### src/rtl/rvproc_sequencer_pkg.sv
// rvproc_sequencer_pkg: shared state encoding, fault codes and instruction ids for the sequencer.
package rvproc_sequencer_pkg;

    localparam int CNT_W = 8;

    localparam logic [2:0] ST_IDLE   = 3'd0;
    localparam logic [2:0] ST_FETCH  = 3'd1;
    localparam logic [2:0] ST_DECODE = 3'd2;
    localparam logic [2:0] ST_EXEC   = 3'd3;
    localparam logic [2:0] ST_WB     = 3'd4;
    localparam logic [2:0] ST_HALT   = 3'd5;

    localparam logic [3:0] BEQ_OP  = 4'h8;
    localparam logic [3:0] HALT_OP = 4'h9;
    localparam logic [3:0] ILLEGAL = 4'hF;

    typedef enum logic [1:0] {
        FAULT_NONE    = 2'd0,
        FAULT_ILLEGAL = 2'd1,
        FAULT_TIMEOUT = 2'd2
    } fault_e;

endpackage

### src/rtl/rvproc_sequencer_if.sv
// rvproc_sequencer_if: control/status bundle between the sequencer (master) and the core datapath (slave).
interface rvproc_sequencer_if;

    logic        start;
    logic        halt_req;
    logic        imem_ack;
    logic [3:0]  instr_code;
    logic        alu_zero;
    logic        imem_req;
    logic        ir_en;
    logic        pc_en;
    logic        pc_sel;
    logic        rf_wen;
    logic        busy;
    logic        halted;
    logic [1:0]  fault;
    logic [31:0] retired;

    modport master (
        input  start, halt_req, imem_ack, instr_code, alu_zero,
        output imem_req, ir_en, pc_en, pc_sel, rf_wen, busy, halted, fault, retired
    );

    modport slave (
        output start, halt_req, imem_ack, instr_code, alu_zero,
        input  imem_req, ir_en, pc_en, pc_sel, rf_wen, busy, halted, fault, retired
    );

endinterface

### src/rtl/rvproc_fetch_timer.sv
// rvproc_fetch_timer: counts FETCH wait cycles; expired flags the wait cycle that reaches TIMEOUT.
module rvproc_fetch_timer
    import rvproc_sequencer_pkg::*;
#(
    parameter int TIMEOUT = 15
) (
    input  logic clk,
    input  logic rst,
    input  logic clear,
    input  logic enable,
    output logic expired
);

    localparam logic [CNT_W-1:0] LAST = CNT_W'(TIMEOUT - 1);

    logic [CNT_W-1:0] cnt;

    always_ff @(posedge clk or negedge rst) begin
        if (!rst) cnt <= '0;
        else if (clear) cnt <= '0;
        else if (enable) cnt <= cnt + 1'b1;
    end

    // enable already excludes the ack cycle, so an ack on the last wait cycle wins
    assign expired = enable && cnt == LAST;

endmodule

### src/rtl/rvproc_sequencer.sv
// rvproc_sequencer: steps each instruction through FETCH/DECODE/EXEC/WB, gating PC, IR latch and regfile writes.
// Defining RVPROC_SEQ_PERF_EN builds the 32-bit retired-instruction counter; otherwise retired is tied to 0.
module rvproc_sequencer
    import rvproc_sequencer_pkg::*;
#(
    parameter int IMEM_TIMEOUT = 15
) (
    input logic                clk,
    input logic                rst,
    rvproc_sequencer_if.master bus
);

    logic [2:0] state, state_nx;
    fault_e     fault_q, fault_nx;
    logic       in_fetch, in_wb, is_beq, expired;

    assign in_fetch = state == ST_FETCH;
    assign in_wb    = state == ST_WB;
    assign is_beq   = bus.instr_code == BEQ_OP;

    rvproc_fetch_timer #(.TIMEOUT(IMEM_TIMEOUT)) u_timer (
        .clk    (clk),
        .rst    (rst),
        .clear  (!in_fetch),
        .enable (in_fetch && !bus.imem_ack),
        .expired(expired)
    );

    always_comb begin
        state_nx = state;
        fault_nx = fault_q;
        case (state)
            ST_IDLE: state_nx = bus.start ? ST_FETCH : ST_IDLE;
            ST_FETCH: begin
                state_nx = bus.imem_ack ? ST_DECODE : expired ? ST_HALT : ST_FETCH;
                fault_nx = expired ? FAULT_TIMEOUT : fault_q;
            end
            ST_DECODE: begin
                state_nx = (bus.instr_code == ILLEGAL || bus.instr_code == HALT_OP) ? ST_HALT : ST_EXEC;
                fault_nx = bus.instr_code == ILLEGAL ? FAULT_ILLEGAL : fault_q;
            end
            ST_EXEC: state_nx = ST_WB;
            ST_WB: state_nx = bus.halt_req ? ST_HALT : ST_FETCH;
            ST_HALT: begin
                state_nx = bus.start ? ST_FETCH : ST_HALT;
                fault_nx = bus.start ? FAULT_NONE : fault_q;
            end
            default: state_nx = ST_IDLE;
        endcase
    end

    always_ff @(posedge clk or negedge rst) begin
        if (!rst) begin
            state   <= ST_IDLE;
            fault_q <= FAULT_NONE;
        end else begin
            state   <= state_nx;
            fault_q <= fault_nx;
        end
    end

    assign bus.imem_req = in_fetch;
    assign bus.ir_en    = in_fetch && bus.imem_ack;
    assign bus.pc_en    = in_wb;
    assign bus.pc_sel   = in_wb && is_beq && bus.alu_zero;
    assign bus.rf_wen   = in_wb && !is_beq;
    assign bus.busy     = state != ST_IDLE && state != ST_HALT;
    assign bus.halted   = state == ST_HALT;
    assign bus.fault    = fault_q;

`ifdef RVPROC_SEQ_PERF_EN
    logic [31:0] retired_q;

    always_ff @(posedge clk or negedge rst) begin
        if (!rst) retired_q <= '0;
        else if (in_wb) retired_q <= retired_q + 32'd1;
    end

    assign bus.retired = retired_q;
`else
    assign bus.retired = '0;
`endif

endmodule

### src/flat_wrapper.sv
// flat-port wrapper written by rule: the top's interface ports become plain ports
module rvproc_sequencer_flat import rvproc_sequencer_pkg::*;
#(
    parameter int IMEM_TIMEOUT = 15
)
  (clk, rst, bus_start, bus_halt_req, bus_imem_ack, bus_instr_code, bus_alu_zero, bus_imem_req, bus_ir_en, bus_pc_en, bus_pc_sel, bus_rf_wen, bus_busy, bus_halted, bus_fault, bus_retired);
  rvproc_sequencer_if bus_i ();
  input logic clk;
  input logic rst;
  input wire logic [$bits(bus_i.start)-1:0] bus_start;
  input wire logic [$bits(bus_i.halt_req)-1:0] bus_halt_req;
  input wire logic [$bits(bus_i.imem_ack)-1:0] bus_imem_ack;
  input wire logic [$bits(bus_i.instr_code)-1:0] bus_instr_code;
  input wire logic [$bits(bus_i.alu_zero)-1:0] bus_alu_zero;
  output wire logic [$bits(bus_i.imem_req)-1:0] bus_imem_req;
  output wire logic [$bits(bus_i.ir_en)-1:0] bus_ir_en;
  output wire logic [$bits(bus_i.pc_en)-1:0] bus_pc_en;
  output wire logic [$bits(bus_i.pc_sel)-1:0] bus_pc_sel;
  output wire logic [$bits(bus_i.rf_wen)-1:0] bus_rf_wen;
  output wire logic [$bits(bus_i.busy)-1:0] bus_busy;
  output wire logic [$bits(bus_i.halted)-1:0] bus_halted;
  output wire logic [$bits(bus_i.fault)-1:0] bus_fault;
  output wire logic [$bits(bus_i.retired)-1:0] bus_retired;
  assign bus_i.start = bus_start;
  assign bus_i.halt_req = bus_halt_req;
  assign bus_i.imem_ack = bus_imem_ack;
  assign bus_i.instr_code = bus_instr_code;
  assign bus_i.alu_zero = bus_alu_zero;
  assign bus_imem_req = bus_i.imem_req;
  assign bus_ir_en = bus_i.ir_en;
  assign bus_pc_en = bus_i.pc_en;
  assign bus_pc_sel = bus_i.pc_sel;
  assign bus_rf_wen = bus_i.rf_wen;
  assign bus_busy = bus_i.busy;
  assign bus_halted = bus_i.halted;
  assign bus_fault = bus_i.fault;
  assign bus_retired = bus_i.retired;
  rvproc_sequencer #(.IMEM_TIMEOUT(IMEM_TIMEOUT)) u_core (.clk(clk), .rst(rst), .bus(bus_i));
endmodule
### config.mk
export PLATFORM = sky130hd
export DESIGN_NAME = rvproc_sequencer_flat
export DESIGN_NICKNAME = d
export VERILOG_FILES = /design/src/rtl/rvproc_sequencer_pkg.sv /design/src/rtl/rvproc_sequencer_if.sv /design/src/rtl/rvproc_fetch_timer.sv /design/src/rtl/rvproc_sequencer.sv /design/src/flat_wrapper.sv
export SDC_FILE = /design/constraint.sdc
export NUM_CORES = 1
export LEC_CHECK = 0
export ABC_AREA = 0
export CAP_MARGIN = 25
export CORE_MARGIN = 2
export CORE_UTILIZATION = 30
export DETAILED_ROUTE_END_ITERATION = 6
export PLACE_DENSITY = 0.72
export SETUP_SLACK_MARGIN = 0.5
export SLEW_MARGIN = 20
export SYNTH_ARGS = -nofsm -noshare
export SYNTH_HDL_FRONTEND = slang
export SYNTH_SLANG_ARGS = --single-unit
### constraint.sdc
create_clock -name clk -period 2.01 [get_ports clk]
set_input_delay 0.402 -clock clk [delete_from_list [all_inputs] [get_ports clk]]
set_output_delay 0.402 -clock clk [all_outputs]
set_load 0.005 [all_outputs]
==> results.toml <==
[outcome]
run_status = "finished, final reports clean"

[finish]
final_cell_area_um2 = 1351
finalNetCount = 166
area_growth_pct = 35.00
antenna_cells = 0
finish.utilization_pct = 43.55
fin_cells = 197
final_layout_size_suffix_gt1_share_pct = 33.33

[logic_synthesis]
async_reset_ff_share_pct = 100.0
synth_largest_area_cell = "sky130_fd_sc_hd__dfrtp_1"
synth_top_cells_by_area = "sky130_fd_sc_hd__dfrtp_1 33%, sky130_fd_sc_hd__buf_4 24%, sky130_fd_sc_hd__nor2_1 2.6%, sky130_fd_sc_hd__nand4b_1 2.6%, sky130_fd_sc_hd__xor2_1 2.6%"
post_synth_inst_count = 112
netlist_area_um2 = 1001
sequential_area_share_after_synthesis_pct = 32.50
postSynthAreaPerCell_um2 = 8.937
synth_cell_types = 39
most_frequently_used_flop_master_after_synthesis = "sky130_fd_sc_hd__dfrtp_1"
synth-warning-count = 0
yosys.area.top_type_share_pct = 32.50
synth_edf_count = 0
synth-seq-cells = 13

[placed_design]
dp_hpwl_um = 1492
io_buffer_count = 18
dpl-instance-area_um2 = 1189
routabilityCongestion = 0.7767
placed_cells_incl_taps = 182
worst_slack_after_detailed_placement_ns = -0.2770

[cts]
clk_transition_reported_paths_ns = 0.07
clockRootBuffer = "sky130_fd_sc_hd__clkbuf_4"
clk_latency_ns = 0.28
cts_tree = "done"
post_cts_hold_buffer_count = 0
max-clock-path-buffers = 2
cts_buffers = 3
htree_num_levels = 1
clock_sink_count = 13

[pwr]
power_density_over_the_cells_nw_per_um2 = 1042
internal_power_of_the_cells_mw = 0.9023
total_power_mw = 1.408
switching_power_mw = 0.5058
clkPwrFrac_pct = 11.5
sequentialPowerShare_pct = 25.4
sw_frac_of_total_pct = 35.92
static-leakage-power_nw = 0.6679
share_comb_of_total_power_pct = 63.1
vdd_ir_drop_max_mv = 0.3206

[global_route]
grtUsageTotal_pct = 11.95
first_pass_grt_wire_length_um = 3346
antenna_found_initial = 0
groute.layer.met1.usage_pct = 12.05
globalRoute.totalOverflow = 0
global_route.peak_usage_layer = "met2"
groute.layer.met3.usage_pct = 2.484
groute.layer.met2.usage_pct = 22.71
grt_start_max_net_pins = 14
grt_pass1_vias = 816

[drt]
postRouteAntennaNets = 0
drt_pre_antenna_iters = 4
drt_first_iter_violations = 40
detail_route.drc_violations = 0
dr_total_vias = 824
routed_wl_um = 2103
route.detailed.wl_per_inst_um = 10.68
post_drt_via_cell_ratio = 4.183

[timing]
clock-skew-final_ns = 0.002538
fin_ws_ns = 0.1849
fin_crit_ns = 1.825
setup_viol = 0
hold_ws_ns = 0.4837
tightestPinTransition_ns = 0.5708
drv_slew = 0
min_period_over_period_pct = 90.80
finalHoldViolCount = 0
fin_tns_setup_ns = 0
slew_headroom_pct = 61.83
grt_setup_unrepaired = "true"
max_clock_freq_ghz = 0.5479

[critical_path]
worst_path_fanout_max = 9
cell_with_the_largest_stage_delay_on_the_worst_path = "sky130_fd_sc_hd__or4_4"
worst_ep_required_time_ns = 2.19
critical_path.endpoint_type = "flip-flop"
sequence_of_cells_on_the_critical_path = "or3b_4 > buf_4 > or4_4 > a31o_1"
worstPathArrival_ns = 2.00
setup.worst_path.class = "flip-flop to flip-flop"
critical-path-max-stage-delay_ns = 0.53
setup.worst_path.start_class = "flip-flop"

[floorplan]
placement_rows = 20
top_level_ports = 51
chipHeight_um = 61.76
coreArea_um2 = 3103
initial_utilization_pct = 32.26
die-width_um = 61.76
die_area_um2 = 3814

[flow_run]
drv.max_cap_violation_count = 0

[worst_hold_path]
hold_class = "primary input to asynchronous set/reset pin"
[cell type report]
| type | instances | area, um^2 |
|---|---|---|
| fill | 315 | 1752 |
| multi-input combinational | 90 | 573.1 |
| timing repair buffer | 42 | 354.1 |
| sequential | 13 | 325.3 |
| tap | 44 | 55.05 |
| clock buffer | 4 | 26.28 |
| inverter | 4 | 17.52 |
[what timing repair did]
item / in CTS / in global routing
setup endpoints to repair: 15 / 12
setup buffers: 8 / 3
pin swaps: 7 / 2
gates resized for setup: 49 / 10
[cells in the final DEF (no fill, tap or decap), types with 2 or more instances in the layout]
| cell type | count |
|---|---|
| sky130_fd_sc_hd__a21oi_1 | 4 |
| sky130_fd_sc_hd__buf_2 | 4 |
| sky130_fd_sc_hd__buf_4 | 19 |
| sky130_fd_sc_hd__buf_6 | 7 |
| sky130_fd_sc_hd__clkbuf_4 | 3 |
| sky130_fd_sc_hd__clkdlybuf4s15_2 | 2 |
| sky130_fd_sc_hd__clkdlybuf4s50_1 | 4 |
| sky130_fd_sc_hd__conb_1 | 32 |
| sky130_fd_sc_hd__dfrtp_1 | 13 |
| sky130_fd_sc_hd__dlygate4sd2_1 | 4 |
| sky130_fd_sc_hd__ha_1 | 2 |
| sky130_fd_sc_hd__inv_1 | 2 |
| sky130_fd_sc_hd__nand2_1 | 6 |
| sky130_fd_sc_hd__nand4b_1 | 3 |
| sky130_fd_sc_hd__nor2_1 | 6 |
| sky130_fd_sc_hd__o21ai_0 | 3 |
| sky130_fd_sc_hd__xnor2_1 | 2 |
| sky130_fd_sc_hd__xor2_1 | 3 |
[layer usage]
layer | share of wire (%) | vias to the layer above
met1 | 37 | 386
li1 | - | 396
met3 | 8.3 | 5
met5 | 0 | -
met4 | 2.0 | 0
met2 | 52 | 37
[cells by family (layout without fill, tap and decap cells)]
group	Yosys count	in the layout	share of synthesized area, %
buffers and inverters	40	50	28.50
and+or+nand+nor	35	35	21.13
AOI/OAI and AO/OA	15	15	9.626
DFF	13	13	32.50
xor gates and xnor gates	5	5	4.376
adders and majority gates	2	2	2.500
other	1	32	0.3746
muxes	1	1	1.000
[critical path: cells and delay by family (launching register included)]
| kind | cells | cell delay, ns |
|---|---|---|
| buf+inv | 1 | 0.18 |
| compound gates | 1 | 0.19 |
| flops | 1 | 0.41 |
| simple gates | 2 | 0.94 |
[power by group through the flow]
stage | Sequential (mW) | Clock, mW | Combinational (mW)
finish | 0.358 | 0.161 | 0.889
global route | 0.364 | 0.177 | 0.974
CTS | 0.353 | 0.166 | 0.762
detailed placement | 0.369 | 0 | 0.628
global placement | 0.364 | 0 | 0.611
floorplan | 0.363 | 0 | 0.424
[final timing paths]
| kind | cells after the start | to | slack (ns) | start |
|---|---|---|---|---|
| worst min-delay path | 1 | u_core.u_timer.cnt[0] | 0.48 | rst |
| worst min register to register | 2 | u_core.bus.fault[1] | 0.54 | u_core.bus.fault[1] |
| worst max-delay path | 4 | u_core.bus.fault[0] | 0.18 | u_core.state[0] |
| min in group clk | 2 | u_core.bus.fault[1] | 0.54 | u_core.bus.fault[1] |
| worst max register to register | 4 | u_core.bus.fault[0] | 0.18 | u_core.state[0] |
| max in group asynchronous | 1 | u_core.state[0] | 1.15 | rst |
[registers in the layout, indices dropped and copies added, names as in the netlist]
name and cells:
u_core.bus.fault 2, u_core.state 3, u_core.u_timer.cnt 8
[cells in the mapped netlist (2+ instances only)]
cell / number
sky130_fd_sc_hd__nor3_1: 2
sky130_fd_sc_hd__dfrtp_1: 13
sky130_fd_sc_hd__ha_1: 2
sky130_fd_sc_hd__buf_4: 32
sky130_fd_sc_hd__nand2_1: 6
sky130_fd_sc_hd__clkbuf_1: 2
sky130_fd_sc_hd__a21oi_1: 5
sky130_fd_sc_hd__inv_1: 4
sky130_fd_sc_hd__nor2_1: 7
sky130_fd_sc_hd__xor2_1: 3
sky130_fd_sc_hd__nand4b_1: 3
sky130_fd_sc_hd__buf_6: 2
sky130_fd_sc_hd__or3_1: 2
sky130_fd_sc_hd__xnor2_1: 2
sky130_fd_sc_hd__o21ai_0: 3
Power figures use the tool's default switching activity.
